## config.mk

```make
export PLATFORM = sky130hd
export DESIGN_NAME = pipe_stage_regs
export DESIGN_NICKNAME = d
export VERILOG_FILES = /design/src/rtl/pipe_stage_regs.sv
export SDC_FILE = /design/constraint.sdc
export NUM_CORES = 1
export LEC_CHECK = 0
export CORE_ASPECT_RATIO = 2
export CORE_MARGIN = 3
export CORE_UTILIZATION = 27
export DETAILED_ROUTE_END_ITERATION = 10
export GPL_TIMING_DRIVEN = 1
export SLEW_MARGIN = 20
export SYNTH_ARGS = -nofsm -noshare
export SYNTH_HDL_FRONTEND = slang
export SYNTH_SLANG_ARGS = --single-unit
```

## constraint.sdc

```tcl
create_clock -name clk -period 2.3 [get_ports clk]
set_clock_uncertainty 0.2 [all_clocks]
set_input_delay 0.46 -clock clk [delete_from_list [all_inputs] [get_ports clk]]
set_output_delay 0.46 -clock clk [all_outputs]
set_load 0.02 [all_outputs]
```

## src/rtl/pipe_stage_regs.sv

```systemverilog
// rtl/pipe_stage_regs.sv - PC, IF/ID and ID/EX pipeline registers with stall/flush handling
module pipe_stage_regs #(
  parameter int              SIZE     = 32,
  parameter int              CTRL_W   = 8,
  parameter int              CNT_W    = 16,
  parameter logic [SIZE-1:0] RESET_PC = '0
) (
  input  logic              clk,
  input  logic              rst_n,
  input  logic              stallf,
  input  logic              stallD,
  input  logic              flushD,
  input  logic              flushE,
  input  logic              pc_sel,
  input  logic [SIZE-1:0]   pc_target,
  input  logic [SIZE-1:0]   instr_F,
  input  logic [CTRL_W-1:0] ctrlD,
  input  logic [SIZE-1:0]   rd1D,
  input  logic [SIZE-1:0]   rd2D,
  input  logic [SIZE-1:0]   immD,
  output logic [SIZE-1:0]   PCF,
  output logic [SIZE-1:0]   instrD,
  output logic [SIZE-1:0]   PCD,
  output logic [SIZE-1:0]   PCplus4D,
  output logic              validD,
  output logic [4:0]        Rs1D,
  output logic [4:0]        Rs2D,
  output logic [4:0]        RdD,
  output logic [CTRL_W-1:0] ctrlE,
  output logic [SIZE-1:0]   rd1E,
  output logic [SIZE-1:0]   rd2E,
  output logic [SIZE-1:0]   immE,
  output logic [SIZE-1:0]   PCE,
  output logic [SIZE-1:0]   PCplus4E,
  output logic [4:0]        Rs1E,
  output logic [4:0]        Rs2E,
  output logic [4:0]        RDe,
  output logic              validE,
  output logic [CNT_W-1:0]  stall_cnt,
  output logic [CNT_W-1:0]  flush_cnt
);

  localparam logic [SIZE-1:0] NOP  = SIZE'(32'h0000_0013);
  localparam logic [SIZE-1:0] FOUR = SIZE'(4);

  // A taken branch in EX squashes both younger stages.
  logic bubble_d;
  logic bubble_e;
  logic stall_evt;

  assign bubble_d  = flushD | pc_sel;
  assign bubble_e  = flushE | pc_sel;
  assign stall_evt = stallD & ~bubble_d;

  assign Rs1D = instrD[19:15];
  assign Rs2D = instrD[24:20];
  assign RdD  = instrD[11:7];

  always_ff @(posedge clk) begin
    if (!rst_n) begin
      PCF <= RESET_PC;
    end else if (pc_sel) begin
      PCF <= pc_target;
    end else if (!stallf) begin
      PCF <= PCF + FOUR;
    end
  end

  always_ff @(posedge clk) begin
    if (!rst_n || bubble_d) begin
      instrD   <= NOP;
      PCD      <= '0;
      PCplus4D <= '0;
      validD   <= 1'b0;
    end else if (!stallD) begin
      instrD   <= instr_F;
      PCD      <= PCF;
      PCplus4D <= PCF + FOUR;
      validD   <= 1'b1;
    end
  end

  always_ff @(posedge clk) begin
    if (!rst_n || bubble_e) begin
      ctrlE    <= '0;
      rd1E     <= '0;
      rd2E     <= '0;
      immE     <= '0;
      PCE      <= '0;
      PCplus4E <= '0;
      Rs1E     <= '0;
      Rs2E     <= '0;
      RDe      <= '0;
      validE   <= 1'b0;
    end else begin
      ctrlE    <= ctrlD;
      rd1E     <= rd1D;
      rd2E     <= rd2D;
      immE     <= immD;
      PCE      <= PCD;
      PCplus4E <= PCplus4D;
      Rs1E     <= instrD[19:15];
      Rs2E     <= instrD[24:20];
      RDe      <= instrD[11:7];
      validE   <= validD;
    end
  end

  // Counters stick at all-ones so long stalls never alias to small counts.
  always_ff @(posedge clk) begin
    if (!rst_n) begin
      stall_cnt <= '0;
      flush_cnt <= '0;
    end else begin
      if (stall_evt && (stall_cnt != '1)) begin
        stall_cnt <= stall_cnt + CNT_W'(1);
      end
      if (bubble_d && (flush_cnt != '1)) begin
        flush_cnt <= flush_cnt + CNT_W'(1);
      end
    end
  end

endmodule

```

==> results.toml <==
[outcome]
status = "finished, final reports clean"

[detailed_routing]
wirelength_um = 46730
ant_nets = 0
wl_per_cell_um = 19.92
drc = 0
dr.pass1.iters = 4
drt_iter0_drc = 469
vias = 10603
via_per_inst = 4.520

[critical_path]
max_stage_delay_ns = 0.65
cp-start-kind = "register"
r2r-start = "PCF[3]"
worst-r2r-setup-slack_ns = 0.09
critical_path.max_fanout = 3
path_buf_inv = 1
reg2reg_to = "PCF[27]"
worst_setup_path_end_kind = "primary output"
worst_path_max_delay_cell = "clkdlybuf4s50_1"
required_ns = 1.64
r2r_cells = 6
cp.arrival_ns = 1.59
crit_family = "buffers and inverters"
crit_chain = "clkdlybuf4s50_1"
critPathKind = "register to primary output"

[sta]
fin_crit_ns = 2.254
setup_slack_ns = 0.04552
fin_setup_tns_ns = 0
finalHoldViolCount = 0
min_period_over_period_pct = 98.02
grt_setup_unrepaired = "true"
relSlewSlack_pct = 64.53
timing.hold.ws_ns = 0.2573
fmax_ghz = 0.4436
setup_viol = 0
tightest_slew_ns = 0.5320
slew_violations = 0

[logic_synthesis]
yosysMostFrequentCell = "dfxtp_1"
syn_nets = 1380
async_reset_ff_share_pct = 0
ys_top_cells_by_area = "dfxtp_1 (57%), and2_1 (8.9%), mux2i_1 (6.2%)"
synth_ff_type = "dfxtp_1"
syn-cell-area_sq_um = 12030
synth.distinct_cells = 50
synth_common_cells = "dfxtp_1 (341), and2_1 (171), nor2_1 (129)"
netlist_instances = 1202
synth_area_leader_cell = "dfxtp_1"
synth-seq-cells = 341
syn_avg_cell_area_sq_um = 10.01
seq_area_frac_synth_pct = 56.75
yosysWarningCount = 0
synth_top_area_share_pct = 56.75
synth_edf_count = 0

[floorplan]
rows = 108
die_area_sq_um = 47270
ioPinCount = 535
initial_core_util_pct = 27.56
core_sq_um = 43650
die_y_um = 304.5
die-width_um = 155.3

[hold_path]
hp-class = "register to register"
holdPathStages = 2
hold_end = "PCplus4E[21]"
min-delay-start = "PCplus4D[21]"

[layout]
drive_gt1_share_pct = 9.810
area_delta_synth_final_pct = 63.63
layout.nets = 1948

[global_routing]
use_met3_pct = 4.047
grt_pass1_vias = 10828
grtUsageTotal_pct = 18.80
busiest_layer = "met2"
met1_usage_pct = 19.67
antenna_found_initial = 3
grt_pass1_wl_um = 68680
grt.met2_usage_pct = 36.32
grt_overflow = 0
grt_max_degree = 47

[placed_design]
pre_cts_ws_ns = -0.2168
place.gp.congestion = 0.8938
dp_hpwl_um = 36590
port_buffers = 534

[flow_run]
max-cap-violations = 0

[power]
leakagePower_nw = 8.061
power_mw = 13.44
power_density_nw_per_um2 = 682.8
ir_worst_vdd_v = 0.0007384

[clock_tree]
cts_root_buffer = "clkbuf_16"
worstSkewPairLatency_ns = 0.52
path_clk_slew_ns = 0.07
cts_tree = "yes"
ctsHtreeMaxLevel = 2
cts_buffers = 34
clock_sink_count = 341
clock_path_buffers = 3
[registers in the layout (all words and copies together), names as in the netlist, 30 cells and up]
register,count
rd2E,32
rd1E,32
PCE,32
immE,32
PCD,32
PCplus4D,30
PCplus4E,30
instrD,32
PCF,32
[cell usage in the layout (no fill, tap or decap), types with 4 or more instances in the layout]
cell | netlist | layout
clkbuf_8 | 0 | 6
nor3_1 | 32 | 31
clkbuf_16 | 0 | 37
nor4_1 | 8 | 8
bufinv_16 | 0 | 4
a211oi_1 | 8 | 8
clkinvlp_4 | 0 | 4
clkdlybuf4s50_1 | 0 | 458
xnor2_1 | 31 | 31
buf_4 | 25 | 88
nand4_1 | 21 | 21
or3_1 | 7 | 6
dlygate4sd2_1 | 0 | 53
dfxtp_1 | 341 | 338
xor2_1 | 43 | 43
a21oi_1 | 47 | 47
inv_1 | 21 | 21
a31oi_1 | 5 | 5
nor2_1 | 129 | 128
mux2i_1 | 74 | 74
and4_1 | 6 | 5
nand2_1 | 30 | 30
nand3_1 | 30 | 30
o21ai_0 | 51 | 51
buf_12 | 0 | 10
and3_1 | 5 | 5
dlymetal6s2s_1 | 0 | 22
and2_1 | 171 | 171
[worst max-delay path by stage]
stage	start	cells past startpoint	end	slack, ns
2_1_floorplan	PCF[15]	7	PCplus4D[31]	0.004
3_3_place_gp	pc_sel	6	stall_cnt[15]	-0.25
3_5_place_dp	stallf	6	PCF[29]	-0.22
4_1_cts	instrD[17]	1	instrD[17]	0.002
5_1_grt	PCF[3]	8	PCF[30]	-0.01
6_report	PCplus4D[23]	1	PCplus4D[23]	0.05
[kinds of logic after synthesis]
logic type	count (synthesis)	share of synthesized area (%)
buffers and inverters	120	4.629
XOR/XNOR	74	5.388
adder cells (fa/ha/maj)	3	0.3121
AO/OA/AOI/OAI	125	5.835
flip-flops	341	56.75
AND/OR/NAND/NOR	464	20.83
multiplexers	75	6.251
[report_power, final]
group | switching [mW] | leakage, nW | total [mW] | internal [mW]
combinational | 0.631 | 4.71 | 1.32 | 0.687
sequential | 0.0816 | 2.77 | 6.11 | 6.03
clock | 2.43 | 0.584 | 6.01 | 3.58
total | 3.14 | 8.06 | 13.4 | 10.3
[worst register-to-register path, cell delays in order, from the launching register on]
cell and delay (ns):
dfxtp_1 0.34, buf_4 0.16, nand4_1 0.21, or2_4 0.34, or4_1 0.41, or3_1 0.32
a31oi_1 0.16
[area by class of cell]
cell class                      instances  area [sq um]
Fill cell                            4128         23960
Sequential cell                       341          6830
Timing Repair Buffer                  631          6185
Multi-Input combinational cell        741          4684
Clock buffer                           46          1020
Tap cell                              550         688.2
Clock inverter                         14         191.4
Inverter                               21         78.83
Antenna cell                            2         5.005
[what timing repair did]
action,4_1_cts,5_1_grt
resized for setup,56,26
pin swaps,0,1
setup buffers,0,0
hold buffers,0,0
endpoints found under the setup margin,54,28
[metal layers]
layer	up-vias	share of wire, %
li1	5094	-
met1	4978	36
met2	444	54
met3	87	6.8
met4	0	3.4
met5	-	0
[through the flow]
step	util [%]	instances	area [sq um]
finish	45.10	2346	19680
global route	45.09	2345	19680
CTS	44.93	2344	19610
detailed placement	42.30	2284	18460
global placement	42.30	2284	18460
floorplan	-	1202	12040
No activity file was read; power rests on OpenSTA's default activity.
